`src/rtl/pulse_cnt_sched.sv`:
```
// rtl/pulse_cnt_sched.sv - measurement-window scheduler: clear, gate, settle, snapshot, stream out
// Optional: PULSE_CNT_SCHED_SKIP_ZERO_EN skips zero-valued snapshots during readout.
module pulse_cnt_sched #(
  parameter int SETTLE_CYCLES = 4,
  parameter int GATE_W        = 24
) (
  input  logic              i_clk,
  input  logic              i_rst,
  input  logic              i_start,
  input  logic              i_stop,
  input  logic              i_cont,
  input  logic [GATE_W-1:0] i_gate_len,
  input  logic [15:0]       i_cnt0,
  input  logic [15:0]       i_cnt1,
  input  logic [15:0]       i_cnt2,
  input  logic [15:0]       i_cnt3,
  output logic              o_cnt_clr,
  output logic              o_cnt_en,
  output logic              o_rd_valid,
  output logic [1:0]        o_rd_ch,
  output logic [15:0]       o_rd_cnt,
  input  logic              i_rd_ready,
  output logic              o_busy,
  output logic              o_done,
  output logic              o_trunc,
  output logic [15:0]       o_win_cnt
);

  typedef enum logic [2:0] {IDLE, CLEAR, GATE, SETTLE, CAPTURE, OUT} state_t;

  localparam logic [GATE_W-1:0] SETTLE_LOAD = GATE_W'(SETTLE_CYCLES);
  localparam logic [GATE_W-1:0] ONE         = GATE_W'(1);

  state_t            state, state_nxt;
  logic [GATE_W-1:0] gate_len, gate_len_nxt;
  logic [GATE_W-1:0] tmr, tmr_nxt;
  logic              cont, cont_nxt;
  logic              stop_pend, stop_pend_nxt;
  logic              trunc, trunc_nxt;
  logic [3:0][15:0]  snap, snap_nxt, in_cnt;
  logic [3:0]        nz_in, nz_snap;
  logic              valid_nxt, done_nxt, finish;
  logic [1:0]        ch_nxt;
  logic [15:0]       rd_cnt_nxt, win_nxt;
  logic [2:0]        sel;

  assign in_cnt = {i_cnt3, i_cnt2, i_cnt1, i_cnt0};

`ifdef PULSE_CNT_SCHED_SKIP_ZERO_EN
  assign nz_in   = {|i_cnt3, |i_cnt2, |i_cnt1, |i_cnt0};
  assign nz_snap = {|snap[3], |snap[2], |snap[1], |snap[0]};
`else
  assign nz_in   = 4'hF;
  assign nz_snap = 4'hF;
`endif

  // Lowest eligible channel at or above 'from'; 4 means nothing left to present.
  function automatic logic [2:0] pick(input logic [3:0] mask, input logic [2:0] from);
    logic [2:0] r;
    r = 3'd4;
    for (int i = 3; i >= 0; i--) begin
      if (3'(i) >= from && mask[i]) r = 3'(i);
    end
    return r;
  endfunction

  always_comb begin
    state_nxt     = state;
    gate_len_nxt  = gate_len;
    tmr_nxt       = tmr;
    cont_nxt      = cont;
    stop_pend_nxt = stop_pend;
    trunc_nxt     = trunc;
    snap_nxt      = snap;
    valid_nxt     = o_rd_valid;
    ch_nxt        = o_rd_ch;
    rd_cnt_nxt    = o_rd_cnt;
    done_nxt      = 1'b0;
    win_nxt       = o_win_cnt;
    finish        = 1'b0;
    sel           = 3'd4;

    if (state != IDLE && i_stop) stop_pend_nxt = 1'b1;

    case (state)
      IDLE: begin
        if (i_start && !i_stop) begin
          gate_len_nxt = (i_gate_len == '0) ? ONE : i_gate_len;
          cont_nxt     = i_cont;
          trunc_nxt    = 1'b0;
          state_nxt    = CLEAR;
        end
      end
      CLEAR: begin
        tmr_nxt   = gate_len;
        trunc_nxt = 1'b0;
        state_nxt = GATE;
      end
      GATE: begin
        if (i_stop) begin
          trunc_nxt = 1'b1;
          tmr_nxt   = SETTLE_LOAD;
          state_nxt = SETTLE;
        end else if (tmr == ONE) begin
          tmr_nxt   = SETTLE_LOAD;
          state_nxt = SETTLE;
        end else begin
          tmr_nxt = tmr - ONE;
        end
      end
      SETTLE: begin
        if (tmr == ONE) state_nxt = CAPTURE;
        else            tmr_nxt   = tmr - ONE;
      end
      CAPTURE: begin
        snap_nxt = in_cnt;
        sel      = pick(nz_in, 3'd0);
        if (sel[2]) begin
          finish = 1'b1;
        end else begin
          state_nxt  = OUT;
          valid_nxt  = 1'b1;
          ch_nxt     = sel[1:0];
          rd_cnt_nxt = in_cnt[sel[1:0]];
        end
      end
      OUT: begin
        if (o_rd_valid && i_rd_ready) begin
          sel = pick(nz_snap, {1'b0, o_rd_ch} + 3'd1);
          if (sel[2]) begin
            finish = 1'b1;
          end else begin
            ch_nxt     = sel[1:0];
            rd_cnt_nxt = snap[sel[1:0]];
          end
        end
      end
      default: state_nxt = IDLE;
    endcase

    // Window complete: a stop seen this cycle also ends continuous mode.
    if (finish) begin
      done_nxt   = 1'b1;
      win_nxt    = o_win_cnt + 16'd1;
      valid_nxt  = 1'b0;
      ch_nxt     = 2'd0;
      rd_cnt_nxt = 16'd0;
      if (cont && !stop_pend && !i_stop) begin
        state_nxt = CLEAR;
      end else begin
        state_nxt     = IDLE;
        stop_pend_nxt = 1'b0;
      end
    end
  end

  always_ff @(posedge i_clk or posedge i_rst) begin
    if (i_rst) begin
      state      <= IDLE;
      gate_len   <= '0;
      tmr        <= '0;
      cont       <= 1'b0;
      stop_pend  <= 1'b0;
      trunc      <= 1'b0;
      snap       <= '0;
      o_cnt_clr  <= 1'b0;
      o_cnt_en   <= 1'b0;
      o_busy     <= 1'b0;
      o_rd_valid <= 1'b0;
      o_rd_ch    <= 2'd0;
      o_rd_cnt   <= 16'd0;
      o_done     <= 1'b0;
      o_trunc    <= 1'b0;
      o_win_cnt  <= 16'd0;
    end else begin
      state      <= state_nxt;
      gate_len   <= gate_len_nxt;
      tmr        <= tmr_nxt;
      cont       <= cont_nxt;
      stop_pend  <= stop_pend_nxt;
      trunc      <= trunc_nxt;
      snap       <= snap_nxt;
      o_cnt_clr  <= (state_nxt == CLEAR);
      o_cnt_en   <= (state_nxt == GATE);
      o_busy     <= (state_nxt != IDLE);
      o_rd_valid <= valid_nxt;
      o_rd_ch    <= ch_nxt;
      o_rd_cnt   <= rd_cnt_nxt;
      o_done     <= done_nxt;
      o_trunc    <= valid_nxt & trunc_nxt;
      o_win_cnt  <= win_nxt;
    end
  end

endmodule

```
`config.mk`:
```
export PLATFORM = sky130hd
export DESIGN_NAME = pulse_cnt_sched
export DESIGN_NICKNAME = d
export VERILOG_FILES = /design/src/rtl/pulse_cnt_sched.sv
export SDC_FILE = /design/constraint.sdc
export NUM_CORES = 1
export LEC_CHECK = 0
export CAP_MARGIN = 5
export CORE_MARGIN = 10
export CORE_UTILIZATION = 56
export DETAILED_ROUTE_END_ITERATION = 7
export PLACE_DENSITY_LB_ADDON = 0.15
export SKIP_CTS_REPAIR_TIMING = 1
export SLEW_MARGIN = 20
export SYNTH_ARGS = -nofsm -noshare
export SYNTH_HDL_FRONTEND = slang
export SYNTH_SLANG_ARGS = --single-unit
```
`constraint.sdc`:
```
create_clock -name i_clk -period 18.18 [get_ports i_clk]
set_clock_uncertainty 0.2 [all_clocks]
set_input_delay 5.454 -clock i_clk [delete_from_list [all_inputs] [get_ports i_clk]]
set_output_delay 5.454 -clock i_clk [all_outputs]
set_load 0.005 [all_outputs]
```
==> reports/qor.csv <==
metric,value,unit
Worst-Margin Slew,0.9210,ns
largest net degree at the start of global routing,84,
Global Route Usage Sum,20.89,%
Max-Cap Viols,0,
Fmax,0.1364,GHz
CP endpoint,tmr[18],
post-DP HPWL,13180,µm
gpl congestion,0.8634,
R2R Setup Slk,15.01,ns
crit path launch type,input pin,
core box area,13140,µm²
combinational share of power,31.1,%
crit-path max FO,20,
PwrDens,139.6,nW/µm²
total clock buffers created by CTS,17,
vias in the first global route,5970,
Mapped Avg Cell Area,11.99,µm²
CP required,18.29,ns
"Max stage delay cell, worst path",a311o_1,
Final Max Tran Viols,0,
reg-to-reg critical path startpoint,state[0],
ANT nets after route,0,
Via density,5.989,
Syn Inst Count,622,
sw frac,30.37,%
metal3 WL,1270,µm
Worst Reg-to-Reg Cells,6,
sequential area share after synthesis,53.03,%
GRT Residual Overflow,0,
Synth async-reset ratio,100.0,%
Die W,135.4,µm
Num Clock Sinks,158,
Flop pwr share,42.9,%
global-route wire length before repair,30550,µm
drt pass-1 iters,5,
Routed WL,18450,µm
critical path startpoint,i_stop,
Synth area leader,dfrtp_1,
highest metal layer with signal wires,met4,
Hold Slack,0.2628,ns
Max Root-Sink Buffers,2,
syn nets,720,
IO buf count,133,
Cell variety after synth,59,
final setup violation count,0,
synthesized area,7456,µm²
Top Ports,134,
RSZ-0062 raised after global routing,no,
Final Util,72.23,%
Arrival @ worst endpoint,7.44,ns
layout cells sized above 1,20.82,%
Leak,4.063,nW
CTS tree,yes,
Yosys Warn Count,0,
setup total negative slack,0,ns
initial antenna violation count,1,
NetSw,0.4022,mW
nets,840,
RR Endpoint,tmr[13],
cell row count,42,
Area contributors post-synth,"dfrtp_1 (53%), mux2_2 (14%), mux4_2 (4.8%)",
worst skew pair latency,0.42,ns
die area,18330,µm²
Clock Pin Slew Worst Setup and Hold Paths,0.06,ns
#FFs+latches synth,158,
clock power share,25.9,%
"Top FF cell, synth",dfrtp_1,
post-route minimum period,7.331,ns
status,"complete, no violations",
worst hold path class,reg2reg,
via count,5576,
Slew headroom,38.60,%
drt drc,0,
Final Hold Vio Count,0,
P_int,0.9222,mW
peak supply drop,0.00007804,V
crit path kind,in2reg,
metal2 WL,9693,µm
most instantiated cells after synthesis,"dfrtp_1 (158), mux2_2 (90), nand2_1 (46)",
Clock Tree Root,clkbuf_16,
Initial Util,56.75,%
critical-path cell list,clkdlybuf4s50_1 > nor2b_1 > a311o_1 > o21ai_0 > a22o_2,
Chip Height,135.4,µm
top-area cell type share of the netlist area,53.03,%
most common cell in the netlist,dfrtp_1,
CP endpoint kind,flip-flop,
H-tree depth,4,
Iter 0 DRT Violations,577,
"Period Utilization, post-route",40.32,%
Post-synth EDFFs,0,
WL/cell,19.82,µm
WL met1,7122,µm
Area growth syn-to-layout,27.27,%
CP max stage delay,0.65,ns
routing by layer:
metal	global-route usage, %	up-vias
li1	-	2542
met1	24.00	2813
met2	35.51	189
met3	6.973	32
met4	7.775	0
met5	0	-
worst min path at each step:
stage | startpoint | end | slack (ns) | depth (start not counted)
after floorplan | gate_len[17] | tmr[17] | 0.25 | 2
after global placement | o_win_cnt[15] | o_win_cnt[15] | 0.26 | 1
after detailed placement | o_win_cnt[15] | o_win_cnt[15] | 0.26 | 1
after CTS | o_win_cnt[15] | o_win_cnt[15] | 0.27 | 1
after global routing | o_win_cnt[15] | o_win_cnt[15] | 0.27 | 1
final | o_win_cnt[15] | o_win_cnt[15] | 0.26 | 1
layout make-up:
type	instances	area, µm²
clock buffers	25	485.5
diodes	1	2.502
repair buffers	138	1369
fillers	961	3649
inverters	11	46.29
multi-input cells	416	3328
clock inverters	6	83.83
well taps	176	220.2
flip-flops and latches	158	3954
power groups by stage:
stage | Clock [mW] | Sequential (mW) | Combinational, mW
after global placement | 0 | 0.565 | 0.393
after global routing | 0.363 | 0.586 | 0.453
after detailed placement | 0 | 0.573 | 0.408
final | 0.344 | 0.569 | 0.412
after CTS | 0.347 | 0.568 | 0.413
after floorplan | 0 | 0.538 | 0.294
logic make-up (layout without fill, tap and decap cells):
family | Yosys count | in the layout | share of synthesized area [%]
AND/OR/NAND/NOR | 163 | 163 | 11.19
flip-flops | 158 | 158 | 53.03
multiplexers | 122 | 122 | 20.57
AO/OA/AOI/OAI | 112 | 112 | 10.24
buffers and inverters | 48 | 180 | 2.534
XOR/XNOR | 15 | 15 | 1.762
adder cells (fa/ha/maj) | 4 | 4 | 0.6713
other | 0 | 1 | 0
cells in the final DEF, fill, tap and decap left out, types with 5 or more instances in the layout:
cell / n
a21oi_1: 19
mux2i_1: 16
and3_1: 5
o21a_1: 5
clkbuf_1: 5
nand2_1: 46
nor2_1: 35
clkbuf_16: 17
nor4_1: 13
buf_4: 5
o21ai_0: 33
nand3_1: 8
mux2_2: 90
a22o_1: 5
o31ai_1: 6
xor2_1: 6
inv_1: 9
and2_1: 5
clkdlybuf4s50_1: 133
nand4_1: 10
nor3_1: 9
dfrtp_1: 158
mux4_2: 16
xnor2_1: 9
sequential cells by signal (all words and copies together) (netlist names), 2 cells and up:
name / flops
tmr: 24
snap: 64
gate_len: 24
state: 3
o_win_cnt: 16
o_rd_cnt: 16
o_rd_ch: 2
through the flow:
stage	worst slack, ns	cells	total power, mW	instance area, µm²
after floorplan	8.263	622	0.8312	7456
after global routing	10.67	930	1.402	9487
after global placement	10.26	899	0.9579	8912
after detailed placement	10.16	899	0.9816	8912
final	10.85	931	1.324	9489
after CTS	10.58	930	1.328	9482
critical path, delay by kind of cell:
kind,cells,cell delay [ns]
buffers and inverters,1,0.59
AOI/OAI and AO/OA,3,1.17
and+or+nand+nor,1,0.22
Note: power is estimated with default switching activity, not from simulation.
